`config.mk`:
```
export PLATFORM = sky130hd
export DESIGN_NAME = prog_encoder
export DESIGN_NICKNAME = d
export VERILOG_FILES = /design/src/rtl/isa_pkg.sv /design/src/rtl/inst_check.sv /design/src/rtl/prog_encoder.sv
export SDC_FILE = /design/constraint.sdc
export NUM_CORES = 1
export LEC_CHECK = 0
export ABC_AREA = 1
export CAP_MARGIN = 20
export CORE_ASPECT_RATIO = 1.4
export CORE_MARGIN = 2
export CORE_UTILIZATION = 35
export CTS_CLUSTER_SIZE = 16
export DETAILED_ROUTE_END_ITERATION = 16
export PLACE_DENSITY_LB_ADDON = 0.3
export SLEW_MARGIN = 10
export SYNTH_ARGS = -nofsm -noshare
export SYNTH_HDL_FRONTEND = slang
export SYNTH_SLANG_ARGS = --single-unit
```
`constraint.sdc`:
```
create_clock -name clk -period 3.2 [get_ports clk]
set_input_delay 0.8 -clock clk [delete_from_list [all_inputs] [get_ports clk]]
set_output_delay 0.8 -clock clk [all_outputs]
set_load 0.02 [all_outputs]
```
`src/rtl/isa_pkg.sv`:
```
// isa_pkg: opcode, condition, field-position, error-code and FSM-state definitions shared by encoder and decoder
package isa_pkg;
  localparam logic [5:0] OPC_ADD  = 6'h00;
  localparam logic [5:0] OPC_SUB  = 6'h01;
  localparam logic [5:0] OPC_AND  = 6'h02;
  localparam logic [5:0] OPC_OR   = 6'h03;
  localparam logic [5:0] OPC_XOR  = 6'h04;
  localparam logic [5:0] OPC_NOT  = 6'h05;
  localparam logic [5:0] OPC_SHL  = 6'h06;
  localparam logic [5:0] OPC_SHR  = 6'h07;
  localparam logic [5:0] OPC_LD   = 6'h08;
  localparam logic [5:0] OPC_ST   = 6'h09;
  localparam logic [5:0] OPC_LDI  = 6'h0A;
  localparam logic [5:0] OPC_MOV  = 6'h0B;
  localparam logic [5:0] OPC_CMP  = 6'h0C;
  localparam logic [5:0] OPC_CTRL = 6'h0D;
  localparam logic [4:0] RD_JMP = 5'd0;
  localparam logic [4:0] RD_BEQ = 5'd1;
  localparam logic [4:0] RD_BLT = 5'd2;
  localparam logic [4:0] RD_BGT = 5'd3;
  localparam int OPC_LSB = 26;
  localparam int RA_LSB  = 21;
  localparam int RB_LSB  = 16;
  localparam int RD_LSB  = 11;
  localparam int IMD_LSB = 0;
  localparam logic [1:0] ERR_NONE = 2'd0;
  localparam logic [1:0] ERR_OPC  = 2'd1;
  localparam logic [1:0] ERR_COND = 2'd2;
  localparam logic [1:0] ERR_OVF  = 2'd3;
  typedef enum logic [2:0] {S_IDLE, S_LOAD, S_FLUSH, S_DONE, S_ERR} state_t;
endpackage

```
`src/rtl/inst_check.sv`:
```
// inst_check: flags illegal opcodes and illegal control conditions (in: opc, rd; out: legal, err_code)
module inst_check
  import isa_pkg::*;
(
  input  logic [5:0] opc,
  input  logic [4:0] rd,
  output logic       legal,
  output logic [1:0] err_code
);
  assign err_code = opc > OPC_CTRL ? ERR_OPC : (opc == OPC_CTRL && rd > RD_BGT) ? ERR_COND : ERR_NONE;
  assign legal = err_code == ERR_NONE;
endmodule

```
`src/rtl/prog_encoder.sv`:
```
// prog_encoder: streams instruction fields into encoded words written to instruction memory (start/base_addr session ctrl, in_* field handshake, mem_* write port, busy/done/err_code/count status)
module prog_encoder
  import isa_pkg::*;
#(
  parameter int XLEN = 32,
  parameter int MAX_WORDS = 1024
) (
  input  logic            clk,
  input  logic            rst,
  input  logic            start,
  input  logic [XLEN-1:0] base_addr,
  input  logic            in_valid,
  output logic            in_ready,
  input  logic [5:0]      in_opc,
  input  logic [4:0]      in_ra,
  input  logic [4:0]      in_rb,
  input  logic [4:0]      in_rd,
  input  logic [10:0]     in_imd,
  input  logic            in_last,
  output logic            mem_we,
  input  logic            mem_ready,
  output logic [XLEN-1:0] mem_addr,
  output logic [XLEN-1:0] mem_wdata,
  output logic            busy,
  output logic            done,
  output logic [1:0]      err_code,
  output logic [15:0]     count
);
  state_t state;
  logic [XLEN-1:0] base;
  logic legal, ovf, bad, accept, wr_done;
  logic [1:0] chk_err;
  inst_check u_chk (.opc(in_opc), .rd(in_rd), .legal(legal), .err_code(chk_err));
  assign in_ready = state == S_LOAD && (!mem_we || mem_ready);
  assign accept = in_valid && in_ready;
  assign wr_done = mem_we && mem_ready;
  assign ovf = 32'(count) + 32'(mem_we) >= 32'(MAX_WORDS);
  assign bad = !legal || ovf;
  assign busy = state == S_LOAD || state == S_FLUSH;
  always_ff @(posedge clk) begin
    if (rst) begin
      state <= S_IDLE;
      base <= '0;
      mem_we <= 1'b0;
      mem_addr <= '0;
      mem_wdata <= '0;
      done <= 1'b0;
      err_code <= ERR_NONE;
      count <= '0;
    end else begin
      done <= 1'b0;
      if (wr_done) begin
        count <= count + 16'd1;
        mem_we <= 1'b0;
      end
      // a completion in the same edge shifts the new word one address further
      if (accept && !bad) begin
        mem_we <= 1'b1;
        mem_addr <= base + XLEN'(count) + XLEN'(wr_done);
        mem_wdata <= XLEN'({in_opc, in_ra, in_rb, in_rd, in_imd});
      end
      case (state)
        S_IDLE, S_ERR: if (start) begin
          state <= S_LOAD;
          base <= base_addr;
          count <= '0;
          err_code <= ERR_NONE;
        end
        S_LOAD: if (accept) begin
          state <= bad ? S_ERR : in_last ? S_FLUSH : S_LOAD;
          if (bad) err_code <= !legal ? chk_err : ERR_OVF;
        end
        S_FLUSH: if (wr_done) begin
          state <= S_DONE;
          done <= 1'b1;
        end
        default: state <= S_IDLE;
      endcase
    end
  end
endmodule

```
# == Yosys cells after proc, flatten, opt, wreduce, memory -nomap -nowiden ==
# Cells that the tools add are included.
# W data, S select, Z words.
# totals
reg_bits,119
latch_bits,0
ram_bits,0
rom_bits,0
memories,0
# classes
addsub,4
mul,0
div,0
order_cmp,3
n_eq_ne,8
n_shift,0
muxes,19
bitwise,1
reduce_logical,20
# ops
operator,n
$mux W16,3
$add A32 B1 Y32,1
$add A32 B16 Y32,1
$add A16 B1 Y17,1
$ge A17 B11 Y1 const B,1
$add A16 B1 Y16 const B,1
$mux W2,7
$mux W3,4
$pmux W3 S3,1
$ne A2 B2 Y1 const B,4
$eq A6 B4 Y1 const B,1
$gt A6 B4 Y1 const B,1
$gt A5 B2 Y1 const B,1
$logic_and A1 B1 Y1,5
$pmux W2 S2,1
$reduce_and A4 Y1,1
$reduce_bool A2 Y1,2
$reduce_or A2 Y1,2
$eq A3 B1 Y1 const B,1
$eq A3 B2 Y1 const B,1
$eq A3 B3 Y1 const B,1
$logic_not A1 Y1,3
$logic_not A3 Y1,1
$logic_or A1 B1 Y1,3
other kinds (5),7

# == Logic depth before layout (Yosys ltp) ==
# logic_depth
depth_word,10
mapped_depth,16

# == Modules after synthesis ==
# From an unflattened synthesis, not the netlist that was laid out.
# unflattened
cells_unflattened,845
area_unflattened_um2,5964.5
# modules_own_cells
mod,n_inst,cells_each,area_each_um2,seq_area_each_um2
prog_encoder,1,831,5875.6,2382.3
inst_check,1,14,88.8,0.0

# == Worst setup path before layout ==
# Ideal clock, no wire load.
# synth_path
kind,input -> register
startpoint,input mem_ready
endpoint,register mem_addr[24]
setup_ps,115
t_arrival_ps,2820
t_required_ps,3085
path_slack_ps,266
cell_stages,15
cell_sequence,nand2_1 -> fa_1 -> inv_1 -> fa_1 -> nand2_1 -> nand2_1 -> o21ai_0 -> o21ai_0 -> inv_1 -> o21ai_0 -> nand3_1 -> nand2_1 -> nand2_1 -> a21oi_2 -> nor2_1
# synth_via
elab_chain_cells,4
# synth_rtl
item,line_no,source
"start, declared",prog_encoder.sv:21,"input logic mem_ready,"
branches (longest 4 deep; another with $add A32 B1 Y32),-,
"end signal, assigned",prog_encoder.sv:59,mem_addr <= base + XLEN'(count) + XLEN'(wr_done);
"end, declared",prog_encoder.sv:22,"output logic [XLEN-1:0] mem_addr,"
# Parallel ways; which one is timed is not known.
# A chain may end at the register's enable or synchronous reset.

# == Worst setup path after layout ==
# layout_path
startpoint,input mem_ready
endpoint,register mem_addr[30]
# The elaborated chain is that of the path after synthesis.

==> impl_metrics.py <==
metrics = {
    "detailed_routing": {
        "drt_iter0_markers": 336,
        "route.detailed.drc": 0,
        "wl_per_cell_um": 13.9,
        "viasPerCell": 4.87,
        "wirelength_mm": 16.8,
        "antenna_left": 0,
        "drt_pre_antenna_iters": 5,
        "vias": 5883,
    },
    "cells_and_area": {
        "multi_input_area_um2": 3080,
        "drive_gt1_frac": 0.0777,
        "area_growth_syn_to_layout_pct": 40.9,
        "fillerInstances": 1646,
        "nNetsFinal": 1081,
        "n_antenna_cell": 0,
        "final_util": 0.500,
        "seq_area_um2": 2380,
    },
    "die": {
        "num_rows": 56,
        "die_w_um": 114,
        "dieArea_um2": 18000,
        "io_pins": 156,
        "start_util": 0.355,
        "core_um2": 16700,
        "die_h_um": 158,
    },
    "global_route": {
        "grt_use_total": 0.187,
        "grt_max_degree": 69,
        "antenna_found_initial": 0,
        "overflow": 0,
        "grt_pass1_wl_mm": 26.5,
        "grt_pass1_vias": 5486,
    },
    "cts": {
        "cts_max_level": 4,
        "cts_root_buffer": "clkbuf_16",
        "cts_buffers": 17,
        "cts_tree": "done",
        "clock_latency_ps": 410,
        "clkTransAtPathRegs_ps": 50,
        "cts.sinks": 119,
        "clockBufferDepth": 2,
    },
    "critical_path": {
        "path_class": "in -> reg",
        "r2r_slack_ps": 620,
        "r2r_start": "count[0]$_SDFF_PP0_",
        "crit_fanout": 5,
        "worst-endpoint-arrival_ps": 3250,
        "cp-end-kind": "flip-flop",
        "r2r_cells": 14,
        "critPathLaunchType": "primary input",
        "r2r_end": "mem_addr[30]$_SDFFE_PP0P_",
        "required_ps": 3500,
    },
    "placement": {
        "io_buffers": 155,
        "post-place-ws_ps": -167,
        "routabilityCongestion": 0.876,
        "hpwlAfterDp_mm": 12.6,
    },
    "timing": {
        "fmax_mhz": 338,
        "period_needed_ps": 2950,
        "rsz0062_at_grt": "no",
        "finClkSkew_ps": 12.4,
        "hold_violations": 0,
        "slew_violations": 0,
        "period_share": 0.923,
        "max_slew.worst_pin.slew_ps": 544,
        "holdWs_ps": 445,
        "setup_ws_ps": 245,
        "setup-tns-final_ps": 0,
        "relSlewSlack": 0.637,
        "setup_violations": 0,
    },
    "yosys": {
        "yosysSeqAreaShare": 0.403,
        "ys_ff_latch": 119,
        "yosys-top-cells-area": "dfxtp_1 40%, nor2_1 11%, nand2_1 7.2%",
        "synth_edf_count": 0,
        "synth.cell_area_um2": 5910,
        "synth_top_area_frac": 0.403,
        "syn_avg_cell_area_um2": 7.14,
        "synth_nets": 918,
        "synth_commonest_cells": "173 x nor2_1, 119 x dfxtp_1, 114 x nand2_1",
        "synth_ff_type": "dfxtp_1",
        "ys_warn_count": 0,
        "synth_async_sr_flop_share": 0,
        "synth_cell_type_count": 40,
        "yosysTopAreaCell": "dfxtp_1",
        "yosysMostFrequentCell": "nor2_1",
        "synthCells": 828,
    },
    "hold_path": {
        "hold_class": "reg -> reg",
        "hp-start": "mem_wdata[30]$_SDFFE_PP0P_",
        "hold_end": "mem_wdata[30]$_SDFFE_PP0P_",
        "hold_depth": 2,
    },
    "power_and_ir_drop": {
        "power_density_nw_per_um2": 506,
        "ir_drop_v": 0.000288,
        "total_power_w": 0.00422,
        "power_leakage_nw": 3.35,
    },
    "status": {
        "outcome": "finished clean",
    },
    "run": {
        "maxCapViolCount": 0,
    },
}
area by class of cell:
class	count	area share
Multi-Input combinational cell	610	0.370
Clock inverter	13	0.0213
Clock buffer	19	0.0543
Tap cell	203	0.0305
Sequential cell	119	0.286
Inverter	68	0.0309
Timing Repair Buffer	175	0.207
metal layers:
metal / part of all wire / vias to the layer above / global-route usage / wire [um]
li1: - / 3057 / - / -
met1: 0.45 / 2660 / 0.228 / 7520
met2: 0.50 / 151 / 0.328 / 8340
met3: 0.044 / 15 / 0.0394 / 731
met4: 0.012 / 0 / 0.0575 / 208
met5: 0 / - / 0 / 0
timing repair:
| action | CTS | global route |
|---|---|---|
| resized for setup | 0 | 1 |
| setup buffers | 0 | 0 |
| hold buffers | 0 | 0 |
| setup endpoints to repair | 0 | 1 |
registers in the layout, indices dropped and copies added, names as in the netlist:
register,count
mem_we,1
mem_addr,32
count,16
done,1
base,32
mem_wdata,32
state,3
err_code,2
worst max path at each step:
stage / from / endpoint / slack (ps) / depth (start not counted)
finish: mem_ready / mem_addr[30]$_SDFFE_PP0P_ / 250 / 15
detailed placement: mem_ready / mem_addr[30]$_SDFFE_PP0P_ / -170 / 15
floorplan: mem_ready / mem_addr[24]$_SDFFE_PP0P_ / 270 / 15
global placement: mem_ready / mem_addr[24]$_SDFFE_PP0P_ / -130 / 17
global route: mem_ready / mem_addr[30]$_SDFFE_PP0P_ / 10 / 15
CTS: mem_ready / mem_addr[24]$_SDFFE_PP0P_ / 220 / 17
through the flow:
| step | instance area [um^2] | instances |
|---|---|---|
| 2_1_floorplan | 5910 | 828 |
| 3_3_place_gp | 7700 | 1175 |
| 3_5_place_dp | 7700 | 1175 |
| 4_1_cts | 8330 | 1207 |
| 5_1_grt | 8330 | 1207 |
| 6_report | 8330 | 1207 |
power by group:
part           switching, W  internal [W]  total (W)
Sequential        0.0000658       0.00157    0.00163
Clock              0.000679       0.00134    0.00202
Combinational      0.000321      0.000245   0.000566
kinds of logic after synthesis:
kind of cell	Yosys count	synth area share
adders and majority gates	20	0.0448
AOI/OAI and AO/OA	196	0.172
and+or+nand+nor	368	0.264
xor gates and xnor gates	26	0.0398
DFF	119	0.403
buffers and inverters	99	0.0759
critical path: stages:
cell	delay, ps
clkdlybuf4s50_1	480
nand2_1	100
fa_1	370
inv_1	90
fa_1	180
nand2_1	60
nand2_1	60
o21ai_0	90
o21ai_0	160
buf_4	150
nand3_1	70
o211ai_1	240
nand3_1	170
a21oi_2	170
nor2_1	50
cells in the final DEF, fill, tap and decap left out, types with 3 or more instances in the layout:
| cell | instances |
|---|---|
| buf_4 | 18 |
| nor4_1 | 4 |
| nor2_1 | 173 |
| nand2_2 | 3 |
| ha_1 | 18 |
| clkinv_2 | 5 |
| nand4_1 | 13 |
| clkdlybuf4s50_1 | 155 |
| bufinv_16 | 4 |
| clkbuf_16 | 17 |
| or2_2 | 4 |
| inv_1 | 64 |
| xor2_1 | 12 |
| nor3_1 | 15 |
| a21oi_2 | 6 |
| a21oi_1 | 67 |
| nor2_4 | 3 |
| o21ai_0 | 82 |
| xnor2_1 | 13 |
| nand2_1 | 114 |
| o21ai_1 | 34 |
| nand3_1 | 28 |
| dfxtp_1 | 119 |
| nor2_2 | 4 |
No activity file was read; power rests on OpenSTA's default activity.
==> variant 1 (config.mk and constraints unchanged) <==
Make the reset (`rst`) asynchronous in one clocked block.
--- a/src/rtl/prog_encoder.sv
+++ b/src/rtl/prog_encoder.sv
@@ -37,7 +37,7 @@
   assign ovf = 32'(count) + 32'(mem_we) >= 32'(MAX_WORDS);
   assign bad = !legal || ovf;
   assign busy = state == S_LOAD || state == S_FLUSH;
-  always_ff @(posedge clk) begin
+  always_ff @(posedge clk or posedge rst) begin
     if (rst) begin
       state <= S_IDLE;
       base <= '0;
Formal check against the unedited RTL: differs if rst is asserted again (counterexample within 4 cycles, from zero or initial values and one cycle with rst high); with rst held inactive, the same outputs for 4 cycles.
==> variant 1 against the original RTL <==
  * Synthesized area is 10% higher
  * Design area increased by 9.1%
  * Via count grew 1.4%
  * Setup slack improved by 0.027 ns
  * Sequential cell count did not move
  * Maximum frequency up 0.91%
  * Non-clock buffer count is 1 lower
  * Routed wire length rose by 9.2%
  * Critical endpoint is now in_ready
  * Largest cell class unchanged
Power is not compared: it rests on default switching activity, and its combinational part moved more than twofold at a synthesized area within 25%.
==> variant 1: results (changes against the original RTL) <==
| Item | Value | Delta |
|:---|:---|:---|
| Outcome | finished clean | unchanged |
| Wire length of the first global-routing pass | 29700 µm | was 26500 µm |
| Detailed Routing Iterations Pass 1 | 4 | was 5 |
| WL met1 | 7560 µm | was 7520 µm |
| Routing usage on met3 | 4.26% | was 3.94% |
| Most used flip-flop cell after synthesis | sky130_fd_sc_hd__dfrtp_1 | was sky130_fd_sc_hd__dfxtp_1 |
| Synth area leaders | sky130_fd_sc_hd__dfrtp_1 (46%), sky130_fd_sc_hd__nand2_1 (21%), sky130_fd_sc_hd__inv_1 (4.8%) | was sky130_fd_sc_hd__dfxtp_1 (40%), sky130_fd_sc_hd__nor2_1 (11%), sky130_fd_sc_hd__nand2_1 (7.2%) |
| Count of non-CTS buffers in the layout | 174 | was 175 |
| DR WL met2 | 9490 µm | was 8340 µm |
| Largest driver fanout on the critical path | 3 | was 5 |
| Reg2reg setup slack | 0.85 ns | was 0.62 ns |
| Reg-to-reg critical path endpoint | mem_wdata[7]$_DFFE_PP0P_ | was mem_addr[30]$_SDFFE_PP0P_ |
| Hold path startpoint | mem_wdata[31]$_DFFE_PP0P_ | was mem_wdata[30]$_SDFFE_PP0P_ |
| Shortest clock period the worst path allows after layout | 2.93 ns | was 2.95 ns |
| Hold Slack | 0.465 ns | was 0.445 ns |
| Reg2Reg Depth | 13 | was 14 |
| Crit-path max cell delay | 0.61 ns | was 0.48 ns |
| Multi-input gate share of total cell area | 33.6% | was 37.0% |
| Count of different cell masters after synthesis | 39 | was 40 |
| Pin count of the biggest net entering global routing | 49 | was 69 |
| Last weighted congestion value of the routability-driven placer | 0.924 | was 0.876 |
| Nets@finish | 1127 | was 1081 |
| Proportion of layout cells with a drive suffix above 1 | 7.14% | was 7.77% |
| Global routing met1 resource utilization | 22.3% | was 22.8% |
| Number of clock buffers in the layout | 18 | was 19 |
| Share of flip-flops with an asynchronous set or reset after synthesis | 100% | was 0% |
| Setup Skew | 0.0108 ns | was 0.0124 ns |
| Critical path arrival | 2.13 ns | was 3.25 ns |
| Total met3 wirelength after detailed routing | 710 µm | was 731 µm |
| Critical Path End | in_ready | was mem_addr[30]$_SDFFE_PP0P_ |
| Transition time of the tightest slew-check pin | 0.627 ns | was 0.544 ns |
| Fraction of area in clock buffers and inverters | 7.43% | was 7.57% |
| FF/Latch Area | 2980 µm² | was 2380 µm² |
| Instance area after placement | 8410 µm² | was 7700 µm² |
| Hold Crit Endpoint | mem_wdata[31]$_DFFE_PP0P_ | was mem_wdata[30]$_SDFFE_PP0P_ |
| Routed length per placed instance | 14.2 µm | was 13.9 µm |
| Clock latency of the later-clocked register in the worst-skew pair | 0.43 ns | was 0.41 ns |
## variant 1: cell types whose count changed in the layout (fill, tap and decap cells not counted), sizes merged, moves of 3 or more
cell	unedited run	this run
a21oi	73	24
clkinv	8	3
dfrtp	0	119
dfxtp	119	0
inv	67	88
nand2	117	360
nand3	29	47
nor2	180	72
nor3	16	9
o21ai	116	56
or2	4	1
xnor2	13	9
## variant 1: through the flow
stage | instances | utilization (%) | total power, µW
CTS | 1294 | 49.2 | 7160
global placement | 1262 | 45.6 | 4880
detailed placement | 1262 | 45.6 | 4920
global route | 1294 | 49.2 | 7540
floorplan | 864 | - | 3770
finish | 1294 | 49.2 | 7070
## variant 1: kinds of logic (layout without fill, tap and decap cells)
kind of cell	Yosys count	count (layout)	synth area share, %
DFF	119	119	45.7
and+or+nand+nor	507	507	32.2
AOI/OAI and AO/OA	90	90	7.69
adders and majority gates	20	20	4.07
buffers and inverters	107	293	7.52
xor gates and xnor gates	21	21	2.82
==> variant 2 (same flow settings) <==
Made on the original files. `XLEN`: 32 -> 28.
--- a/src/rtl/prog_encoder.sv
+++ b/src/rtl/prog_encoder.sv
@@ -2,7 +2,7 @@
 module prog_encoder
   import isa_pkg::*;
 #(
-  parameter int XLEN = 32,
+  parameter int XLEN = 28,
   parameter int MAX_WORDS = 1024
 ) (
   input  logic            clk,
Interface: changed (resized base_addr, mem_addr and mem_wdata); port bits go from 156 to 144. The function was not compared with the original's and may differ.
==> variant 2 against the original RTL <==
  * Routed wire length decreased by 14%
  * Global-route usage decreased by 0.28 points
  * Design area decreased by 13%
  * Setup slack got worse by 0.0032 ns
  * Sequential cell count decreased by 12
  * Register-to-register slack improved by 0.19 ns
  * Power decreased by 21%
  * Synthesized area decreased by 11%
  * Critical endpoint is now in_ready
  * Largest cell class unchanged
==> variant 2: results (changes against the original RTL) <==
| Item | Value | Delta |
|:---|:---|:---|
| Gate count of the mapped netlist | 730 | was 828 |
| Initial detailed-routing violation count | 196 | was 336 |
| Count of different cell masters after synthesis | 35 | was 40 |
| Total met3 wirelength after detailed routing | 784 µm | was 731 µm |
| Sequential-to-total area share from yosys stat | 40.7% | was 40.3% |
| Critical path arrival | 2.16 ns | was 3.25 ns |
| Fraction of area in clock buffers and inverters | 4.26% | was 7.57% |
| Std-Cell Core Area | 14900 µm² | was 16700 µm² |
| Count of non-CTS buffers in the layout | 162 | was 175 |
| WL met1 | 6390 µm | was 7520 µm |
| Reg2reg setup slack | 0.81 ns | was 0.62 ns |
| Proportion of final cell area spent on non-clock buffers | 22.0% | was 20.7% |
| Yosys reg bits | 107 | was 119 |
| Hold path startpoint | err_code[1]$_SDFFE_PP0P_ | was mem_wdata[30]$_SDFFE_PP0P_ |
| Overall routing resource usage | 18.4% | was 18.7% |
| Multi-input gate share of total cell area | 38.0% | was 37.0% |
| Non-Filler Cell Area, Final | 7250 µm² | was 8330 µm² |
| Reg2Reg Depth | 15 | was 14 |
| Commonest cells in the netlist | sky130_fd_sc_hd__nand2_1 (163), sky130_fd_sc_hd__dfxtp_1 (107), sky130_fd_sc_hd__nor2_1 (99) | was sky130_fd_sc_hd__nor2_1 (173), sky130_fd_sc_hd__dfxtp_1 (119), sky130_fd_sc_hd__nand2_1 (114) |
| Reg-to-reg critical path endpoint | mem_addr[26]$_SDFFE_PP0P_ | was mem_addr[30]$_SDFFE_PP0P_ |
| #MultiIn Comb | 542 | was 610 |
| Proportion of layout cells with a drive suffix above 1 | 6.81% | was 7.77% |
| Routing usage on met3 | 3.28% | was 3.94% |
| Maximum ir drop on the vdd rail | 244 µV | was 288 µV |
| Wire length of the first global-routing pass | 23500 µm | was 26500 µm |
| Number of global-route vias before repair | 4872 | was 5486 |
| Sequential share of cell area | 29.5% | was 28.6% |
| Instance area after placement | 6950 µm² | was 7700 µm² |
| Setup Skew | 0.00662 ns | was 0.0124 ns |
| Combinational group share of total power | 20.1% | was 13.4% |
| LEAKAGE | 0.00280 µW | was 0.00335 µW |
| Overall via count from detail_route | 5149 | was 5883 |
| Number of clock buffers in the layout | 9 | was 19 |
| Internal power contribution | 2350 µW | was 3150 µW |
| Headroom to the max-slew limit | 71.4% | was 63.7% |
| Detailed Routing Iterations Pass 1 | 4 | was 5 |
| Crit-path max cell delay | 0.62 ns | was 0.48 ns |
| Synthesized netlist net count | 816 | was 918 |
| H-tree levels | 3 | was 4 |
| FILL cells | 1490 | was 1646 |
| Outcome | finished clean | unchanged |
| DR WL met2 | 7020 µm | was 8340 µm |
| Regs by FF count | base: 28 flops, mem_addr: 28 flops, mem_wdata: 28 flops | was base: 32 flops, mem_addr: 32 flops, mem_wdata: 32 flops |
| Clock-net power | 1170 µW | was 2020 µW |
variant 2: cell count changes after synthesis, moves of 6 or more:
| cell | before | now |
|---|---|---|
| sky130_fd_sc_hd__nor2_1 | 173 | 99 |
| sky130_fd_sc_hd__nand2_1 | 114 | 163 |
| sky130_fd_sc_hd__o21ai_0 | 83 | 44 |
| sky130_fd_sc_hd__a21oi_1 | 67 | 89 |
| sky130_fd_sc_hd__inv_1 | 65 | 48 |
| sky130_fd_sc_hd__dfxtp_1 | 119 | 107 |
| sky130_fd_sc_hd__nor3_1 | 15 | 9 |
variant 2: metrics by stage:
| step | worst slack, ns | hold WS, ns |
|---|---|---|
| global route | 0.0727 | 0.478 |
| floorplan | 0.598 | 0.451 |
| detailed placement | -0.00556 | 0.452 |
| global placement | 0.0129 | 0.448 |
| CTS | 0.229 | 0.463 |
| finish | 0.242 | 0.464 |
variant 2: logic make-up after synthesis:
group	Yosys count	synth area share (%)
xor+xnor	25	4.16
fa+ha+maj	20	5.04
flops	107	40.7
compound gates	178	18.0
simple gates	319	25.2
buf+inv	81	6.94
variant 2: worst max-delay path by stage:
stage | startpoint | cells after the start | to
final | mem_ready | 4 | in_ready
after global routing | mem_ready | 16 | mem_addr[26]$_SDFFE_PP0P_
after CTS | mem_ready | 4 | in_ready
after detailed placement | mem_ready | 16 | mem_addr[26]$_SDFFE_PP0P_
after global placement | mem_ready | 16 | mem_addr[26]$_SDFFE_PP0P_
after floorplan | mem_ready | 15 | mem_addr[26]$_SDFFE_PP0P_
variant 2: critical path: cells and delay by family:
| kind | cells | cell delay [ns] |
|---|---|---|
| buffers and inverters | 3 | 1.19 |
| AO/OA/AOI/OAI | 1 | 0.16 |
